==> src/rtl/itcm_arbiter_pkg.sv <==
// Shared ITCM definitions: the access-owner encoding and the ITCM data width.
package itcm_arbiter_pkg;

   localparam int DATA_W = 64;
   localparam int MASK_W = DATA_W / 8;

   typedef enum logic [1:0] {
      OWN_NONE   = 2'd0,
      OWN_IFU_RD = 2'd1,
      OWN_LSU_RD = 2'd2,
      OWN_LSU_WR = 2'd3
   } owner_e;

endpackage

==> src/rtl/itcm_arbiter.sv <==
// Two-port ITCM arbiter: LSU-priority grant with IFU anti-starvation, single-cycle
// SRAM access, response one cycle after grant routed by the registered owner.
//
// state      | meaning
// OWN_NONE   | no access granted last cycle, no response this cycle
// OWN_IFU_RD | IFU read granted last cycle, fetch data returns now
// OWN_LSU_RD | LSU read granted last cycle, load data returns now
// OWN_LSU_WR | LSU write granted last cycle, write ack returns now
module itcm_arbiter
   import itcm_arbiter_pkg::*;
#(
   parameter int ADDR_W     = 14,
   parameter int STARVE_MAX = 4
) (
   input  logic                clk,
   input  logic                cpurst_n,

   input  logic                ifu_req_valid,
   output logic                ifu_req_ready,
   input  logic [ADDR_W-1:0]   ifu_req_addr,
   output logic                ifu_rsp_valid,
   output logic [DATA_W-1:0]   ifu_rsp_data,
   input  logic                ifu_flush,

   input  logic                lsu_req_valid,
   output logic                lsu_req_ready,
   input  logic [ADDR_W-1:0]   lsu_req_addr,
   input  logic                lsu_req_wen,
   input  logic [DATA_W-1:0]   lsu_req_wdata,
   input  logic [MASK_W-1:0]   lsu_req_wmask,
   output logic                lsu_rsp_valid,
   output logic [DATA_W-1:0]   lsu_rsp_data,

   output logic                sram_cs,
   output logic                sram_we,
   output logic [ADDR_W-4:0]   sram_addr,
   output logic [DATA_W-1:0]   sram_wdata,
   output logic [MASK_W-1:0]   sram_wem,
   input  logic [DATA_W-1:0]   sram_rdata
);

   localparam int CNT_W = $clog2(STARVE_MAX + 1);

   owner_e             owner;
   logic               ifu_drop;
   logic [CNT_W-1:0]   starve_cnt;
   logic               starved;
   logic               ifu_win;
   logic               lsu_win;
   logic               unused_addr_lsbs;

   // Grants are held off while in reset so no strobe leaks onto the SRAM.
   assign starved = (starve_cnt == CNT_W'(STARVE_MAX));
   assign ifu_win = cpurst_n && ifu_req_valid && (!lsu_req_valid || starved);
   assign lsu_win = cpurst_n && lsu_req_valid && !ifu_win;

   assign ifu_req_ready = ifu_win;
   assign lsu_req_ready = lsu_win;

   assign sram_cs    = ifu_win || lsu_win;
   assign sram_we    = lsu_win && lsu_req_wen;
   assign sram_addr  = lsu_win ? lsu_req_addr[ADDR_W-1:3] : ifu_req_addr[ADDR_W-1:3];
   assign sram_wdata = sram_we ? lsu_req_wdata : '0;
   assign sram_wem   = sram_we ? lsu_req_wmask : '0;

   assign unused_addr_lsbs = ^{ifu_req_addr[2:0], lsu_req_addr[2:0]};

   always_ff @(posedge clk or negedge cpurst_n) begin
      if (!cpurst_n) begin
         owner      <= OWN_NONE;
         ifu_drop   <= 1'b0;
         starve_cnt <= '0;
      end else begin
         if (ifu_win)
            owner <= OWN_IFU_RD;
         else if (lsu_win)
            owner <= lsu_req_wen ? OWN_LSU_WR : OWN_LSU_RD;
         else
            owner <= OWN_NONE;

         // A flush seen alongside the grant kills the fetch that is still in flight.
         ifu_drop <= ifu_win && ifu_flush;

         if (ifu_req_valid && !ifu_win) begin
            if (!starved)
               starve_cnt <= starve_cnt + CNT_W'(1);
         end else begin
            starve_cnt <= '0;
         end
      end
   end

   assign ifu_rsp_valid = (owner == OWN_IFU_RD) && !ifu_drop && !ifu_flush;
   assign ifu_rsp_data  = ifu_rsp_valid ? sram_rdata : '0;
   assign lsu_rsp_valid = (owner == OWN_LSU_RD) || (owner == OWN_LSU_WR);
   assign lsu_rsp_data  = (owner == OWN_LSU_RD) ? sram_rdata : '0;

endmodule

==> config.mk <==
export PLATFORM = sky130hd
export DESIGN_NAME = itcm_arbiter
export DESIGN_NICKNAME = d
export VERILOG_FILES = /design/src/rtl/itcm_arbiter_pkg.sv /design/src/rtl/itcm_arbiter.sv
export SDC_FILE = /design/constraint.sdc
export NUM_CORES = 1
export LEC_CHECK = 0
export CAP_MARGIN = 30
export CORE_AREA = 4 4 148 150
export DETAILED_ROUTE_END_ITERATION = 10
export DIE_AREA = 0 0 152 154
export PLACE_DENSITY_LB_ADDON = 0.3
export SLEW_MARGIN = 10
export SYNTH_ARGS = -nofsm -noshare
export SYNTH_HDL_FRONTEND = slang
export SYNTH_SLANG_ARGS = --single-unit
==> constraint.sdc <==
create_clock -name clk -period 1.6 [get_ports clk]
set_input_delay 0.24 -clock clk [delete_from_list [all_inputs] [get_ports clk]]
set_output_delay 0.24 -clock clk [all_outputs]
set_load 0.01 [all_outputs]
Word-level counts from Yosys, hierarchy flattened
Index checks and enable logic that the tools add are counted.

$add $sub $neg: 1. Equal/unequal tests: 5. Mux-type cells: 10. Reductions and logical operators: 16.

Operator list (count): two-way mux 64 bit (3); two-way mux 11 bit (1); logical AND 1 bit (9); two-way mux 8 bit (1); two-way mux 3 bit (2); equality test 2 bit, second input constant (2); logical NOT 1 bit (4); two-way mux 2 bit (2); adder 3 x 1 -> 3 bit, second input constant (1); equality test 3 bit, second input constant (1); logical OR 1 bit (3); equality test 2 x 1 -> 1 bit, second input constant (1); inequality test 2 bit, second input constant (1); two-way mux 1 bit (1).

Register bits: 6. Output and inout bits: 217.

Depth between registers and ports, before layout
Gate-level depths: netlist of run 1.

Word-level depth: 7. Depth in mapped cells: 7.

Worst setup path after synthesis of run 1
No wires, ideal clock.

Path type: register -> output. Start: register starve_cnt[0]. End: output port sram_addr[1]. Data arrival time: 1.442 ns. Setup slack: -0.082 ns. Cell stages (with the launch flop): 7. Path through: dfrtp_1 > inv_1 > ha_1 > nand2_2 > o211a_1 > buf_6 > mux2_4.

Longest elaborated chain between the ends: 6.

Ends and longest elaborated chain: from (decl) (RTL line itcm_arbiter.sv:46) `logic [CNT_W-1:0] starve_cnt;`; from (signal assigned) (RTL line itcm_arbiter.sv:86) `starve_cnt <= starve_cnt + CNT_W'(1);`; equality test 3 bit (RTL line itcm_arbiter.sv:53) `assign starved = (starve_cnt == CNT_W'(STARVE_MAX));`; logical OR 1 bit (RTL line itcm_arbiter.sv:54) `assign ifu_win = cpurst_n && ifu_req_valid && (!lsu_req_valid || starved);`; logical AND 1 bit (RTL line itcm_arbiter.sv:54); logical NOT 1 bit (RTL line itcm_arbiter.sv:55) `assign lsu_win = cpurst_n && lsu_req_valid && !ifu_win;`; logical AND 1 bit (RTL line itcm_arbiter.sv:55); net lsu_req_ready (RTL line itcm_arbiter.sv:26) `output logic lsu_req_ready,`; two-way mux 11 bit (RTL line itcm_arbiter.sv:62) `assign sram_addr = lsu_win ? lsu_req_addr[ADDR_W-1:3] : ifu_req_addr[ADDR_W-1:3];`; to (decl) (RTL line itcm_arbiter.sv:36) `output logic [ADDR_W-4:0] sram_addr,`.

The timed path passes the listed nets, and every way through them passes these cells.

Worst setup path after layout of run 1
Start: register starve_cnt[0]. End: output port sram_addr[7].

Longest elaborated chain between the ends: 6.

Ends and longest elaborated chain (RTL line): equality test 3 bit (itcm_arbiter.sv:53); logical OR 1 bit (itcm_arbiter.sv:54); logical AND 1 bit (itcm_arbiter.sv:54); logical NOT 1 bit (itcm_arbiter.sv:55); logical AND 1 bit (itcm_arbiter.sv:55); two-way mux 11 bit (itcm_arbiter.sv:62).

Every way passes these cells.

==> flow_metrics.env, run 1 <==
export IMPL_setup_violations=221
export IMPL_path_clk_slew_ns=0.03
export IMPL_max_freq_mhz=456
export IMPL_cts_tree="yes"
export IMPL_die_w_um=152
export IMPL_cp_max_fo=4
export IMPL_clock_skew_ns=0.000727
export IMPL_placed_area_mm2=0.00620
export IMPL_core_mm2=0.0207
export IMPL_syn_area_mm2=0.00191
export IMPL_irDropWorstVdd_mv=0.266
export IMPL_maxCapViolations=0
export IMPL_track_usage_pct=12.7
export IMPL_worst_pin_slew_ns=0.224
export IMPL_cts_root_buf="clkbuf_16"
export IMPL_p_switching_w=0.000586
export IMPL_ant_nets=0
export IMPL_numPortBuffers=380
export IMPL_numCtsBuffers=3
export IMPL_rsz0062_at_grt="yes"
export IMPL_start_util_pct=9.23
export IMPL_drv_slew=0
export IMPL_dpl_cell_count=927
export IMPL_synth_xor_area_share_pct=0
export IMPL_drcViolationCount=0
export IMPL_avgSynthCellArea_um2=7.10
export IMPL_synth_compound_area_share_pct=2.88
export IMPL_grt_max_degree=21
export IMPL_cts_sinks=6
export IMPL_p_leak_nw=3.37
export IMPL_syn_num_nets=441
export IMPL_synth_cell_type_count=27
export IMPL_critPathKind="reg2out"
export IMPL_drive_gt1_share_pct=53.9
export IMPL_final_area_mm2=0.00679
export IMPL_tns_ns=-67.48
export IMPL_worst_setup_path_start_kind="flip-flop"
export IMPL_die_area_mm2=0.0234
export IMPL_cts_hold_buf=0
export IMPL_ys_ff_latch=6
export IMPL_muxShareOfSynthArea_pct=8.26
export IMPL_power_share_clock_pct=20.0
export IMPL_rows=53
export IMPL_syn_inst=269
export IMPL_relSlewSlack_pct=85.0
export IMPL_synth_top_family_by_area="simple AND/OR/NAND/NOR gates"
export IMPL_internal_power_w=0.00143
export IMPL_fin_ws_ns=-0.593
export IMPL_synthToLayoutAreaGrowth_pct=256
export IMPL_synthSimpleGateAreaFrac_pct=70.6
export IMPL_p_comb_share_pct=71.5
export IMPL_gp_congestion=0.803
export IMPL_fin_crit_sh_pct=137
export IMPL_place_ws_ns=-0.721
export IMPL_nFillCells=2245
export IMPL_min_path_type="in2async"
export IMPL_yosysSeqAreaShare_pct=7.86
export IMPL_dr_pass1_iters=5
export IMPL_grt_overflow_total=0
export IMPL_vias_per_cell=3.58
export IMPL_wl_mm=16.8
export IMPL_end_kind="output pin"
export IMPL_clk_latency_ns=0.23
export IMPL_drtIter0Drc=81
export IMPL_die_h_um=154
export IMPL_num_vias=3570
export IMPL_num_io_pins=387
export IMPL_grt_pass1_wl_mm=23.1
export IMPL_finalHoldViolations=0
export IMPL_cp_arrival_ns=1.95
export IMPL_seq_power_share_pct=8.5
export IMPL_wl_per_cell_um=16.8
export IMPL_violations="setup timing"
export IMPL_crit_start="starve_cnt[0]$_DFFE_PN0P_"
export IMPL_dpl_hpwl_mm=12.8
export IMPL_cp_required_ns=1.36
export IMPL_antenna_found_initial=2
export IMPL_yosysTopAreaCellShare_pct=65.9
export IMPL_postLayoutCoreUtil_pct=32.8
export IMPL_grt_pass1_vias=3679
export IMPL_num_nets_final=894
export IMPL_synthTopCellsByArea="and2_1 66%, dfrtp_1 7.9%, mux2_4 7.1%, buf_6 4.7%, clkbuf_1 1.8%"
export IMPL_cts_max_level=1
export IMPL_stdcell_count=997
export IMPL_p_per_area_mw_per_mm2=296
export IMPL_status="complete, but fails checks"
export IMPL_yosys_warnings=0
export IMPL_yosys_area_top_type="and2_1"
export IMPL_cts_buffer_depth=2
export IMPL_switching_share_pct=29.1
export IMPL_fin_crit_ns=2.19
export IMPL_synthAdderAreaFrac_pct=1.31
export IMPL_r2r_start="starve_cnt[0]$_DFFE_PN0P_"
-- synth_stat cells --
cell,number
o21ai_0,1
a211oi_1,1
and2_1,201
inv_1,4
dfrtp_1,6
nor3_1,2
nor2b_1,1
nor2_1,2
o211a_1,1
buf_6,8
a31oi_1,1
o31a_1,1
clkbuf_1,9
ha_1,2
mux2_2,2
o2111a_1,1
buf_2,1
nor4b_2,1
mux2_4,9
nand3_1,2
o22ai_1,1
nand2_2,1
or2_2,1
clkbuf_2,6
nand3b_1,1
or3_1,1
and3_2,2
-- final timing paths --
check,cells past startpoint,endpoint,slack [ns]
max in group asynchronous,2,owner[0]$_DFF_PN0_,1.34
max reg2reg,8,owner[0]$_DFF_PN0_,-0.17
min reg2reg,4,starve_cnt[2]$_DFFE_PN0P_,0.75
max,9,sram_addr[7],-0.59
min,2,owner[1]$_DFF_PN0_,0.14
min in group clk,2,ifu_drop$_DFF_PN0_,0.46
-- layout by cell type (no fill, tap or decap), drive strengths merged, types with 2 or more instances in the layout --
cell / netlist / routed
diode: 0 / 2
inv: 4 / 4
clkbuf: 15 / 67
and2: 201 / 201
and3: 2 / 2
dlygate4sd2: 0 / 4
buf: 9 / 233
nand3: 2 / 2
mux2: 11 / 11
nor3: 2 / 2
clkdlybuf4s50: 0 / 170
nor2: 2 / 2
ha: 2 / 2
dfrtp: 6 / 6
-- through the flow --
step,total power [W],hold slack [ns]
final,0.00201,0.140
after global routing,0.00213,0.146
after CTS,0.00203,0.144
after detailed placement,0.00143,0.637
after global placement,0.00143,0.612
after floorplan,0.000531,-0.0556
-- what timing repair did --
item / 4_1_cts / 5_1_grt
resized for setup: 609 / 319
endpoints found under the setup margin: 217 / 222
pin swaps: 19 / 37
gates cloned: 10 / 2
buffers inserted: 48 / 16
-- flip-flops by register name, indices dropped and copies added, names as in the netlist --
name / cells
starve_cnt: 3
owner: 2
ifu_drop: 1
-- routing by layer --
layer / routed length, um / track usage, %
met3: 1450 / 4.11
met4: 382 / 3.17
met2: 8960 / 25.5
met5: 0 / 0
met1: 5960 / 12.4
-- logic make-up (layout without fill, tap and decap cells) --
family                   after synthesis  count (layout)
multiplexers                          11              11
AND/OR/NAND/NOR                      215             215
AO/OA/AOI/OAI                          7               7
other                                  0               2
flip-flops                             6               6
adder cells (fa/ha/maj)                2               2
buffers and inverters                 28             479
-- power groups by stage --
stage	sequential, W	combinational [W]	clock, W
finish	0.000171	0.00144	0.000402
global route	0.000172	0.00153	0.000421
CTS	0.000171	0.00144	0.000409
detailed placement	0.000174	0.00126	0
global placement	0.000174	0.00126	0
floorplan	0.000170	0.000361	0
-- layout make-up --
cell class / instances / area (um^2) / share of cell area (%)
sequential: 6 / 151 / 2.23
timing repair buffer: 472 / 4400 / 64.8
antenna: 2 / 5.00 / 0.0737
inverter: 4 / 15.0 / 0.221
multi-input combinational: 235 / 1800 / 26.5
clock buffer: 3 / 75.1 / 1.11
tap: 275 / 344 / 5.07
-- critical path, stage by stage, from the launching register on --
cell and delay [ns]:
dfrtp_1 0.37, inv_2 0.08, ha_4 0.15, nand2_4 0.05, buf_6 0.11, o211a_4 0.26
buf_12 0.14, buf_8 0.12, mux2_4 0.30, buf_6 0.12
(Power assumes the default switching activity.)
==> run 2, diff against run 1 <==
Settings changed: CTS_CLUSTER_DIAMETER set to 150, SETUP_SLACK_MARGIN set to 0.1.
==> run 2 against run 1 <==
Effect of this change:
- the flow still finishes with violations (setup timing)
- global-route usage shrank 0.12 points
- die area is the same
- fmax rose by 3.9%
- sequential power is essentially flat
- routed wire length rose by 4.5%
- largest power group unchanged
- highest routed layer unchanged
==> flow_metrics.env, run 2 (synthesis results as in run 1) <==
export IMPL_num_vias=3588
export IMPL_drive_gt1_share_pct=71.0
export IMPL_path_clk_slew_ns=0.03
export IMPL_drtIter0Drc=44
export IMPL_power_total_w=0.00230
export IMPL_irDropWorstVdd_mv=0.330
export IMPL_clock_skew_ns=0.00180
export IMPL_cp_required_ns=1.36
export IMPL_fin_ws_ns=-0.510
export IMPL_max_freq_mhz=474
export IMPL_fin_crit_sh_pct=132
export IMPL_num_io_pins=387
export IMPL_r2r_cells=8
export IMPL_num_nets_final=902
export IMPL_layout_commonest_cell="buf_6"
export IMPL_dpl_hpwl_mm=11.6
export IMPL_r2r_slack_ns=-0.13
export IMPL_cts_hold_buf=0
export IMPL_cts_max_level=1
export IMPL_dpl_cell_count=923
export IMPL_grt_pass1_wl_mm=23.1
export IMPL_synthToLayoutAreaGrowth_pct=324
export IMPL_vias_per_cell=3.58
export IMPL_ant_nets=0
export IMPL_min_path_type="in2async"
export IMPL_die_h_um=154
export IMPL_place_ws_ns=-0.745
export IMPL_cp_max_fo=12
export IMPL_numPortBuffers=380
export IMPL_relSlewSlack_pct=84.2
export IMPL_antenna_found_initial=0
export IMPL_fin_crit_ns=2.11
export IMPL_top_regs="starve_cnt: 3 flops, owner: 2 flops, ifu_drop: 1 flops"
export IMPL_cts_root_buf="clkbuf_16"
export IMPL_diodes=0
export IMPL_dr_pass1_iters=4
export IMPL_grt_max_degree=65
export IMPL_p_per_area_mw_per_mm2=284
export IMPL_cts_tree="yes"
export IMPL_core_mm2=0.0207
export IMPL_p_leak_nw=3.85
export IMPL_maxCapViolations=0
export IMPL_numCtsBuffers=3
export IMPL_cts_sinks=6
export IMPL_end_kind="output pin"
export IMPL_postLayoutCoreUtil_pct=39.1
export IMPL_rows=53
export IMPL_status="complete, but fails checks"
export IMPL_violations="setup timing"
export IMPL_finalHoldViolations=0
export IMPL_cp_arrival_ns=1.87
export IMPL_gp_congestion=0.752
export IMPL_wl_mm=17.5
export IMPL_worst_pin_slew_ns=0.236
export IMPL_drv_slew=0
export IMPL_cts_buffer_depth=2
export IMPL_start_util_pct=9.23
export IMPL_setup_violations=216
export IMPL_rsz0062_at_grt="yes"
export IMPL_critPathKind="reg2out"
export IMPL_stdcell_count=1003
export IMPL_top_register="starve_cnt"
export IMPL_worst_setup_path_start_kind="flip-flop"
export IMPL_largest_reg_flops=3
export IMPL_layout_common_cells="214 x buf_6, 177 x and2_4, 160 x clkdlybuf4s50_1"
export IMPL_wl_per_cell_um=17.5
export IMPL_clk_latency_ns=0.22
export IMPL_die_w_um=152
export IMPL_grt_pass1_vias=3842
export IMPL_drcViolationCount=0
export IMPL_track_usage_pct=12.6
export IMPL_grt_overflow_total=0
export IMPL_die_area_mm2=0.0234
-- run 2: cell count changes in the layout (fill, tap and decap cells not counted), sizes merged --
cell	change
buf	+59
clkbuf	-41
clkdlybuf4s50	-10
dlygate4sd2	-3
dlymetal6s2s	+3
diode	-2
-- run 2: final cells by class --
class | count | area (um^2)
Clock buffer | 3 | 75.1
Fill cell | 2071 | 12600
Inverter | 4 | 15.0
Multi-Input combinational cell | 235 | 2070
Sequential cell | 6 | 150
Tap cell | 275 | 344
Timing Repair Buffer | 480 | 5440
-- run 2: power breakdown --
part           switching (W)  internal (W)
Clock              0.0000782      0.000320
Sequential        0.00000785      0.000163
Combinational       0.000560       0.00117
Total               0.000646       0.00166
-- run 2: timing repair --
action / CTS / global route
resized for setup: 847 / 369
endpoints found under the setup margin: 219 / 220
cloned: 16 / 8
pin swaps: 49 / 39
buffers inserted: 41 / 13
-- run 2: critical path, cell delays in order (launching register included) --
cell,delay (ns)
dfrtp_1,0.39
inv_2,0.09
ha_4,0.14
nand2_4,0.05
o2111a_2,0.29
buf_12,0.17
buf_16,0.15
buf_6,0.11
and2_4,0.12
buf_6,0.11
-- run 2: metrics by stage --
step | setup TNS [ns] | instance area [um^2] | hold slack, ns
6_report | -68.21 | 8100 | 0.104
5_1_grt | -83.54 | 8100 | 0.137
4_1_cts | -74.46 | 7190 | 0.465
3_3_place_gp | -115.61 | 6320 | 0.614
2_1_floorplan | -0.209 | 2080 | -0.0556
3_5_place_dp | -116.57 | 6320 | 0.616
-- run 2: worst paths after layout --
| path | startpoint | endpoint |
|---|---|---|
| max in group asynchronous | cpurst_n | owner[0]$_DFF_PN0_ |
| max reg2reg | starve_cnt[0]$_DFFE_PN0P_ | owner[0]$_DFF_PN0_ |
| min reg2reg | starve_cnt[2]$_DFFE_PN0P_ | starve_cnt[2]$_DFFE_PN0P_ |
| min | cpurst_n | starve_cnt[1]$_DFFE_PN0P_ |
| max | starve_cnt[0]$_DFFE_PN0P_ | sram_wdata[60] |
| min in group clk | ifu_flush | ifu_drop$_DFF_PN0_ |
-- run 2: per-layer routing --
layer	GRT usage (%)	routed length, um	vias to the layer above
met5	0	0	-
met4	1.16	41	0
met3	4.53	1500	4
met2	25.6	9940	226
met1	12.6	6030	1614
li1	-	-	1744
==> run 3, diff against run 2 <==
Settings changed: CORE_AREA 4 4 148 150 to 4 4 150 152, DIE_AREA 0 0 152 154 to 0 0 154 156.
Clock period 1.6 ns to 2.6 ns, I/O delays scaled along.
==> run 3 against run 2 <==
Effect of this change:
- the flow now finishes without violations
- flip-flop and latch count unchanged
- first-iteration DRC count up 11%
- critical path depth shrank 1
- non-clock buffer count shrank 73
- cell area down 21%
- total power is 52% lower
- clock power decreased by 37%
- routed wire length fell by 12%
- global-route usage is 1.6 points lower
- critical endpoint is now sram_addr[4]
- largest cell class unchanged
- highest routed layer unchanged
==> flow_metrics.env, run 3 (synthesis results as in run 1) <==
export IMPL_antenna_found_initial=2
export IMPL_gr_usage_met3_pct=4.11
export IMPL_irDropWorstVdd_mv=0.141
export IMPL_drive_gt1_share_pct=8.24
export IMPL_numCtsBuffers=3
export IMPL_status="complete, no violations"
export IMPL_layout_common_cells="284 x clkdlybuf4s50_1, 201 x and2_1, 58 x dlymetal6s2s_1"
export IMPL_drtIter0Drc=49
export IMPL_largest_reg_flops=3
export IMPL_internal_power_w=0.000786
export IMPL_drv_slew=0
export IMPL_worst_setup_path_start_kind="flip-flop"
export IMPL_layout_commonest_cell="clkdlybuf4s50_1"
export IMPL_end_kind="output pin"
export IMPL_ant_nets=0
export IMPL_r2r_end="owner[0]$_DFF_PN0_"
export IMPL_cp_max_fo=8
export IMPL_rows=53
export IMPL_postLayoutCoreUtil_pct=30.5
export IMPL_start_util_pct=9.08
export IMPL_power_share_clock_pct=23.0
export IMPL_setup_violations=0
export IMPL_top_regs="starve_cnt: 3 flops, owner: 2 flops, ifu_drop: 1 flops"
export IMPL_cts_root_buf="clkbuf_16"
export IMPL_dpl_hpwl_mm=13.3
export IMPL_top_register="starve_cnt"
export IMPL_finalHoldViolations=0
export IMPL_worst_pin_slew_ns=0.337
export IMPL_nFillCells=2274
export IMPL_synthToLayoutAreaGrowth_pct=235
export IMPL_num_nets_final=829
export IMPL_diodes=0
export IMPL_clk_latency_ns=0.23
export IMPL_path_clk_slew_ns=0.03
export IMPL_grt_pass1_vias=3371
export IMPL_num_io_pins=387
export IMPL_dr_pass1_iters=4
export IMPL_cts_buffer_depth=2
export IMPL_grt_overflow_total=0
export IMPL_cp_arrival_ns=2.04
export IMPL_p_switching_w=0.000309
export IMPL_min_path_type="in2async"
export IMPL_p_per_area_mw_per_mm2=171
export IMPL_cts_tree="yes"
export IMPL_critPathKind="reg2out"
export IMPL_vias_per_cell=3.56
export IMPL_r2r_cells=7
export IMPL_switching_share_pct=28.2
export IMPL_core_mm2=0.0210
export IMPL_multi_input_area_mm2=0.00161
export IMPL_use_met2_pct=23.1
export IMPL_r2r_slack_ns=0.92
export IMPL_grt_max_degree=46
export IMPL_dpl_cell_count=916
export IMPL_die_area_mm2=0.0240
export IMPL_busiest_layer="met2"
export IMPL_track_usage_pct=11.0
export IMPL_wl_mm=15.5
export IMPL_p_comb_share_pct=67.4
export IMPL_stdcell_count=930
export IMPL_r2r_start="starve_cnt[0]$_DFFE_PN0P_"
export IMPL_p_leak_nw=3.57
export IMPL_drcViolationCount=0
export IMPL_cts_max_level=1
export IMPL_register_area_um2=150
export IMPL_fin_crit_sh_pct=93.3
export IMPL_num_vias=3313
export IMPL_gp_congestion=0.848
export IMPL_numPortBuffers=380
export IMPL_cts_sinks=6
export IMPL_cp_required_ns=2.21
export IMPL_die_h_um=156
export IMPL_rsz0062_at_grt="no"
export IMPL_grt_pass1_wl_mm=20.6
export IMPL_maxCapViolations=0
export IMPL_relSlewSlack_pct=77.5
export IMPL_max_freq_mhz=412
export IMPL_fin_crit_ns=2.43
export IMPL_grt_util_met1_pct=10.0
export IMPL_seq_power_share_pct=9.6
export IMPL_die_w_um=154
export IMPL_wl_per_cell_um=16.6
export IMPL_clock_skew_ns=0.00160
[run 3: cell types whose count changed in the layout (fill, tap and decap cells not counted), sizes merged]
cell | before | now
clkbuf | 26 | 7
buf | 292 | 26
dlymetal6s2s | 4 | 58
clkdlybuf4s15 | 0 | 4
dlygate4sd2 | 1 | 31
clkdlybuf4s50 | 160 | 284
[run 3: how the worst max path moves through the flow]
stage,start,end,slack [ns],cells past startpoint
floorplan,starve_cnt[0]$_DFFE_PN0P_,sram_addr[1],0.77,6
global placement,ifu_flush,ifu_rsp_data[3],-0.05,5
detailed placement,ifu_flush,ifu_rsp_data[3],-0.05,5
CTS,starve_cnt[0]$_DFFE_PN0P_,sram_wdata[50],0.03,7
global route,ifu_flush,ifu_rsp_data[3],0.1,6
finish,starve_cnt[0]$_DFFE_PN0P_,sram_addr[4],0.17,8
[run 3: area by class of cell]
type	count	share of cell area (%)
Multi-Input combinational cell	235	25.1
Sequential cell	6	2.34
Timing Repair Buffer	407	65.7
Tap cell	275	5.37
Inverter	4	0.234
Clock buffer	3	1.17
[run 3: per-layer routing]
metal | vias to the layer above | share of wire [%] | wire, um
met3 | 13 | 11 | 1720
li1 | 1602 | - | -
met4 | 0 | 1.2 | 193
met2 | 244 | 56 | 8620
met1 | 1454 | 32 | 4920
met5 | - | 0 | 0
[run 3: stage by stage]
stage / hold WS [ns] / worst slack [ns] / power, W / cell area [um^2] / setup TNS (ns)
after detailed placement: 0.617 / -0.0522 / 0.000854 / 6070 / -0.889
after global placement: 0.599 / -0.0462 / 0.000851 / 6070 / -0.450
after CTS: 0.516 / 0.0336 / 0.00111 / 6180 / 0
final: 0.509 / 0.174 / 0.00109 / 6400 / 0
after global routing: 0.544 / 0.0991 / 0.00115 / 6400 / 0
after floorplan: 0.0944 / 0.768 / 0.000320 / 1910 / 0
[run 3: timing repair]
| item | 4_1_cts | 5_1_grt |
|---|---|---|
| hold buffers | 0 | 0 |
| setup buffers | 4 | 3 |
| resized for setup | 40 | 71 |
| endpoints found under the setup margin | 146 | 80 |
| pin swaps | 0 | 1 |
| cloned | 1 | 3 |
[run 3: critical path, stage by stage (launching register included)]
cell and delay [ns]:
dfrtp_1 0.38, inv_2 0.09, ha_2 0.18, nand2_2 0.07, o211a_1 0.26, buf_12 0.15
buf_12 0.13, mux2_4 0.29, clkdlybuf4s15_1 0.24
[run 3: power groups by stage]
stage          clock [W]  sequential (W)  combinational [W]
2_1_floorplan          0        0.000104           0.000216
5_1_grt         0.000258        0.000106           0.000791
6_report        0.000251        0.000105           0.000738
3_3_place_gp           0        0.000106           0.000745
4_1_cts         0.000253        0.000106           0.000747
3_5_place_dp           0        0.000106           0.000748
